$ cat src/rtl/dac_slot_serializer.sv
// dac_slot_serializer: drains one tracking FIFO into staged stereo frames and
// serialises them as I2S on a DAC slot, flagging frames that underflow.
module dac_slot_serializer #(
   parameter int SAMPLE_BYTES     = 3,
   parameter int BITS_PER_CHANNEL = 32,
   parameter int BCK_DIV          = 2
) (
   input  logic        clk,
   input  logic        reset,
   output logic        fifo_clk,
   input  logic [7:0]  fifo_data,
   output logic        fifo_read,
   input  logic [10:0] fifo_addr_in,
   input  logic [10:0] fifo_addr_out,
   input  logic        enable,
   output logic        dac_bck,
   output logic        dac_lrck,
   output logic        dac_sdata,
   output logic        underflow,
   output logic [15:0] underflow_count
);
   localparam int FB = 2*SAMPLE_BYTES;
   localparam int W  = 8*SAMPLE_BYTES;
   localparam int FC = 2*BITS_PER_CHANNEL;
   localparam int CW = $clog2(FC);
   localparam int DW = (BCK_DIV > 1) ? $clog2(BCK_DIV) : 1;
   localparam int RW = $clog2(FB+1);

   typedef enum logic [1:0] {IDLE, READ, LAST} fetch_t;

   fetch_t         state;
   logic [RW-1:0]  rd_cnt;
   logic           rd_d;
   logic [2*W-1:0] stage, frame_in;
   logic           stage_valid, stage_done, avail;
   logic [10:0]    level;
   logic           running, fall, wrap, start, boundary, hi, sbit;
   logic [DW-1:0]  div;
   logic [CW-1:0]  cnt, cnt_nx, idx;
   logic [W-1:0]   l_word, r_word, word;

   assign fifo_clk   = clk;
   assign level      = fifo_addr_in - fifo_addr_out;
   assign stage_done = state == LAST;
   assign avail      = stage_valid || stage_done;
   // a frame finishing on the boundary cycle is taken straight from the bus
   assign frame_in   = stage_valid ? stage : {stage[2*W-9:0], fifo_data};
   assign fall       = running && dac_bck && div == DW'(BCK_DIV-1);
   assign wrap       = fall && cnt == CW'(FC-1);
   assign start      = !running && enable;
   assign boundary   = start || (wrap && enable);
   assign cnt_nx     = wrap ? '0 : cnt + CW'(1);
   assign hi         = cnt_nx >= CW'(BITS_PER_CHANNEL);
   assign idx        = hi ? cnt_nx - CW'(BITS_PER_CHANNEL) : cnt_nx;
   // slot position 0 is the I2S delay bit; 1..W carry the sample MSB first
   assign word       = (hi ? r_word : l_word) << (idx - CW'(1));
   assign sbit       = idx != '0 && idx <= CW'(W) && word[W-1];

   always_ff @(posedge clk or negedge reset)
      if (!reset) begin
         state       <= IDLE;
         fifo_read   <= 1'b0;
         rd_cnt      <= '0;
         rd_d        <= 1'b0;
         stage       <= '0;
         stage_valid <= 1'b0;
      end else begin
         rd_d        <= fifo_read;
         stage_valid <= !boundary && avail;
         if (rd_d)
            stage <= {stage[2*W-9:0], fifo_data};
         if (state == IDLE && !stage_valid && level >= 11'(FB)) begin
            state     <= READ;
            fifo_read <= 1'b1;
            rd_cnt    <= RW'(1);
         end else if (state == READ) begin
            rd_cnt <= rd_cnt + RW'(1);
            if (rd_cnt == RW'(FB)) begin
               fifo_read <= 1'b0;
               state     <= LAST;
            end
         end else if (state == LAST)
            state <= IDLE;
      end

   always_ff @(posedge clk or negedge reset)
      if (!reset) begin
         running         <= 1'b0;
         div             <= '0;
         cnt             <= '0;
         dac_bck         <= 1'b0;
         dac_lrck        <= 1'b0;
         dac_sdata       <= 1'b0;
         l_word          <= '0;
         r_word          <= '0;
         underflow       <= 1'b0;
         underflow_count <= '0;
      end else begin
         underflow <= boundary && !avail;
         if (boundary && !avail && underflow_count != 16'hFFFF)
            underflow_count <= underflow_count + 16'd1;
         if (boundary) begin
            l_word <= avail ? frame_in[2*W-1:W] : '0;
            r_word <= avail ? frame_in[W-1:0] : '0;
         end
         if (!running || (wrap && !enable)) begin
            running   <= !running && enable;
            div       <= '0;
            cnt       <= '0;
            dac_bck   <= 1'b0;
            dac_lrck  <= 1'b0;
            dac_sdata <= 1'b0;
         end else begin
            div <= (div == DW'(BCK_DIV-1)) ? '0 : div + DW'(1);
            if (div == DW'(BCK_DIV-1))
               dac_bck <= ~dac_bck;
            if (fall) begin
               cnt       <= cnt_nx;
               dac_lrck  <= hi;
               dac_sdata <= sbit;
            end
         end
      end
endmodule

$ cat config.mk
export PLATFORM = sky130hd
export DESIGN_NAME = dac_slot_serializer
export DESIGN_NICKNAME = d
export VERILOG_FILES = /design/src/rtl/dac_slot_serializer.sv
export SDC_FILE = /design/constraint.sdc
export NUM_CORES = 1
export LEC_CHECK = 0
export CAP_MARGIN = 20
export CORE_MARGIN = 4
export CORE_UTILIZATION = 59
export CTS_CLUSTER_DIAMETER = 50
export DETAILED_ROUTE_END_ITERATION = 12
export PLACE_DENSITY = 0.81
export SLEW_MARGIN = 20
export SYNTH_ARGS = -nofsm -noshare
export SYNTH_HDL_FRONTEND = slang
export SYNTH_SLANG_ARGS = --single-unit
$ cat constraint.sdc
create_clock -name clk -period 2.9 [get_ports clk]
set_input_delay 0.435 -clock clk [delete_from_list [all_inputs] [get_ports clk]]
set_output_delay 0.435 -clock clk [all_outputs]
set_load 0.05 [all_outputs]
---- Yosys cells after proc, flatten, opt, wreduce, memory -nomap -nowiden ----
Cells that the tools add are included.
W data, S select, Z words.
cells by class
  shift-type cells ........................ 1
  multipliers ............................. 0
  reduce and logical (&&, ||, !) cells .... 30
  mux-type cells .......................... 25
  bitwise gates (word level) .............. 1
  $add $sub $neg .......................... 7
  equal/unequal tests ..................... 6
  divide/modulo/power cells ............... 0
  order comparisons ....................... 3
operator list
  kind                     number
  $mux W24                 3
  $mux W48                 1
  $mux W6                  4
  $shl A24 B6 Y24          1
  $add A16 B1 Y16 const B  1
  $ne A16 B16 Y1 const B   1
  $logic_and A1 B1 Y1      13
  $ge A11 B3 Y1 const B    1
  $mux W1                  11
  $sub A11 B11 Y11         1
  $mux W2                  4
  $reduce_bool A2 Y1       4
  $add A6 B1 Y6 const B    1
  $eq A6 B6 Y1 const B     1
  $ge A6 B6 Y1 const B     1
  $le A6 B5 Y1 const B     1
  $mux W3                  2
  $reduce_bool A6 Y1       1
  $sub A6 B1 Y6 const B    1
  $sub A6 B6 Y6 const B    1
  $logic_not A1 Y1         5
  $reduce_and A2 Y1        2
  $add A3 B1 Y3 const B    1
  $eq A3 B3 Y1 const B     1
  other kinds (8)          10
storage, ports and cells
  bits in registers ....................... 132
  word-level logic and storage cells ...... 89
  input port bits ......................... 33
  output and inout port bits .............. 22
  latch bits .............................. 0
  memory bits (read-only) ................. 0
  memories ................................ 0
  RAM bits ................................ 0

---- Logic depth before layout (Yosys ltp) ----
  depth after elaboration ................. 11
  depth in mapped cells ................... 11
  mapped depth without buffers ............ 10

==> flow_summary_export.csv <==
group,metric,value,unit
synthesis,synth-seq-cells,132,
worst_setup_path,critPathSlowestCell,"sky130_fd_sc_hd__clkdlybuf4s50_1",
synthesis,synth_cells,633,
detailed_routing,detail_route.wirelength,15500,um
worst_setup_path,arrival,2.39,ns
timing,timing.clock.skew,0.0104,ns
timing,finalHoldViolations,0,
synthesis,dominantRegCellSynth,"sky130_fd_sc_hd__dfrtp_1",
synthesis,ys_types,54,
power_and_ir_drop,vdd_drop_max,0.000982,V
clocking,clock_input_transition_at_the_sequential_cells_of_the_worst_setup_and_hold_paths,0.06,ns
detailed_routing,avgViaCountPerCell,6.15,
worst_setup_path,critPathMaxStageDelay,0.69,ns
worst_setup_path,timing_worst_setup_path_type,"clk -> out",
timing,slew-limit-headroom,0.452,
status,outcome,"finished clean",
power_and_ir_drop,leakage,3.93,nW
synthesis,postSynthAreaPerCell,10.9,um^2
placed_design,finalWeightedCongestion,0.889,
layout,finalCoreUtilization,0.732,
floorplan,die_h,116,um
timing,report.final.slew_viol_count,0,
detailed_routing,dr.pass1.iters,5,
grt,grt_max_degree,62,
floorplan,coreArea,11400,um^2
timing,setup_viol,0,
grt,grt_overflow,0,
detailed_routing,wl_per_cell,18.2,um
clocking,post-cts-setup-buffers,0,
hold_path,min_path_cells,0,
worst_setup_path,critical_path_peak_fanout,2,
worst_setup_path,timing.reg2reg.setup_slack,0.17,ns
synthesis,synth.top_cells.by_area,"sky130_fd_sc_hd__dfrtp_1 48%, sky130_fd_sc_hd__mux2i_1 9.3%, sky130_fd_sc_hd__mux2_2 7.8%",
layout,finished_layout_cell_area,8350,um^2
placed_design,dpl_cell_area,7640,um^2
floorplan,chipWidth,116,um
worst_setup_path,worstPathRequired,2.47,ns
timing,final.hold.worst_slack,0.416,ns
worst_setup_path,cp_num_buf_inv,3,
synthesis,yosysWarningCount,0,
worst_setup_path,cp.depth,3,
detailed_routing,post-route-drc-count,0,
worst_setup_path,category_of_cells_accounting_for_the_largest_share_of_critical_path_delay,"buffers and inverters",
detailed_routing,drtIter0Drc,516,
floorplan,die_ar,13500,um^2
layout,antenna_cells,0,
hold_path,min_from,"fifo_read",
synthesis,yosys.area.top_type_share,0.479,
detailed_routing,detail-route-antenna-nets,0,
synthesis,synth_seq_area_share,0.479,
floorplan,placementRows,39,
layout,area_delta_synth_final,21.2,%
hold_path,hold_class,"reg -> reg",
grt,first_global_vias,5372,
grt,grt_util_all_layers,0.252,
synthesis,synth_common_cells,"132 x sky130_fd_sc_hd__dfrtp_1, 73 x sky130_fd_sc_hd__nand2_1, 64 x sky130_fd_sc_hd__mux2i_1",
layout,layout.nets,744,
floorplan,io_pins,55,
timing,worst_pin_slew,0.822,ns
worst_setup_path,worst_r2r_path_depth,9,
synthesis,postSynth.asyncResetShare,1.00,
power_and_ir_drop,power.total,4.65,mW
hold_path,hold_endpoint,"rd_d",
grt,grt_pass1_wl,26600,um
synthesis,synth_edf_count,0,
power_and_ir_drop,power.density,557,nW/um^2
placed_design,total_half_perimeter_wirelength_after_legalization_and_detailed_placement,10100,um
layout,drive_gt1_frac,0.171,
synthesis,mappedNetlistNets,682,
worst_setup_path,critical-path-top-cell-by-count,"sky130_fd_sc_hd__clkbuf_16",
worst_setup_path,r2r-start,"cnt[1]",
synthesis,synthDominantAreaCellType,"sky130_fd_sc_hd__dfrtp_1",
timing,grt_setup_unrepaired,"false",
worst_setup_path,start_kind,"clock port",
worst_setup_path,chain_of_cells_forming_the_critical_path,"clkbuf_16, clkbuf_16, clkdlybuf4s50_1",
synthesis,syn-cell-area,6900,um^2
worst_setup_path,setup.worst_path.start,"clk",
clocking,insertion_delay,0.53,ns
detailed_routing,num_vias,5230,
worst_setup_path,r2r-end,"underflow_count[9]",
synthesis,synthMostInstantiatedCell,"sky130_fd_sc_hd__dfrtp_1",
timing,tns,0,ns
placed_design,number_of_buffers_added_on_ports,54,
worst_setup_path,crit_path_end_kind,"output pin",
flow_run,drv_cap,0,
clocking,tritoncts_clock_tree,"done",
floorplan,initial_core_util,0.604,
grt,antenna_violations_before_repair,0,
-- cell families after synthesis --
logic type / count (synthesis) / synth area share
DFF: 132 / 0.479
and+or+nand+nor: 167 / 0.115
xor gates and xnor gates: 20 / 0.0254
AOI/OAI and AO/OA: 123 / 0.131
muxes: 115 / 0.181
buffers and inverters: 60 / 0.0379
adders and majority gates: 16 / 0.0301
-- area by class of cell --
cell class / instances / area (um^2)
Multi-Input combinational cell: 441 / 3350
Timing Repair Buffer: 76 / 728
Sequential cell: 132 / 3310
Clock inverter: 11 / 148
Tap cell: 143 / 179
Fill cell: 796 / 3060
Clock buffer: 25 / 556
Inverter: 23 / 86.3
-- stage by stage --
stage                     cells  worst slack, ns
final                       851           0.0747
after global routing        851           0.0433
after CTS                   851           0.0703
after detailed placement    815           -0.371
after global placement      815           -0.132
after floorplan             633            0.338
-- repair_timing --
item,4_1_cts,5_1_grt
endpoints found under the setup margin,0,6
hold buffers,1,0
endpoints found under the hold margin,43,0
resized for setup,0,3
-- routing by layer --
| layer | share of wire | wire, um | GRT usage | vias up |
|---|---|---|---|---|
| li1 | - | - | - | 2414 |
| met1 | 0.43 | 6730 | 0.331 | 2622 |
| met4 | 0.020 | 312 | 0.0851 | 0 |
| met5 | 0 | 0 | 0 | - |
| met3 | 0.050 | 769 | 0.0679 | 37 |
| met2 | 0.50 | 7710 | 0.410 | 157 |
-- registers in the layout (all words and copies together) (netlist names), 2 cells and up --
| register | flops |
|---|---|
| stage | 48 |
| l_word | 24 |
| cnt | 6 |
| r_word | 24 |
| rd_cnt | 3 |
| underflow_count | 16 |
| state | 2 |
-- power breakdown --
| part | switching [mW] | internal [mW] | leakage (nW) |
|---|---|---|---|
| clock | 0.891 | 1.62 | 0.345 |
| sequential | 0.0330 | 1.88 | 1.69 |
| combinational | 0.113 | 0.115 | 1.90 |
| total | 1.04 | 3.62 | 3.93 |
-- worst max-delay path by stage --
stage,endpoint,slack (ns)
2_1_floorplan,dac_sdata,0.34
3_3_place_gp,rd_cnt[2],-0.13
3_5_place_dp,fifo_read,-0.37
4_1_cts,fifo_clk,0.07
5_1_grt,underflow_count[9],0.04
6_report,fifo_clk,0.07
-- cells in the final DEF, fill, tap and decap left out, types with 4 or more instances in the layout --
master	count
sky130_fd_sc_hd__nor2_1	15
sky130_fd_sc_hd__nand2b_1	4
sky130_fd_sc_hd__clkdlybuf4s50_1	53
sky130_fd_sc_hd__a211oi_1	4
sky130_fd_sc_hd__a21oi_1	13
sky130_fd_sc_hd__and3_1	8
sky130_fd_sc_hd__o31ai_1	49
sky130_fd_sc_hd__mux2i_1	64
sky130_fd_sc_hd__nor4_1	4
sky130_fd_sc_hd__nand2_1	72
sky130_fd_sc_hd__nor3_1	9
sky130_fd_sc_hd__nand3_1	24
sky130_fd_sc_hd__nor2b_1	12
sky130_fd_sc_hd__dfrtp_1	129
sky130_fd_sc_hd__o21ai_0	17
sky130_fd_sc_hd__ha_1	15
sky130_fd_sc_hd__o21a_1	6
sky130_fd_sc_hd__inv_1	23
sky130_fd_sc_hd__buf_4	21
sky130_fd_sc_hd__clkbuf_16	20
sky130_fd_sc_hd__xor2_1	5
sky130_fd_sc_hd__mux2_2	48
sky130_fd_sc_hd__xnor2_1	15
sky130_fd_sc_hd__a221oi_1	4
Power figures use the tool's default switching activity.
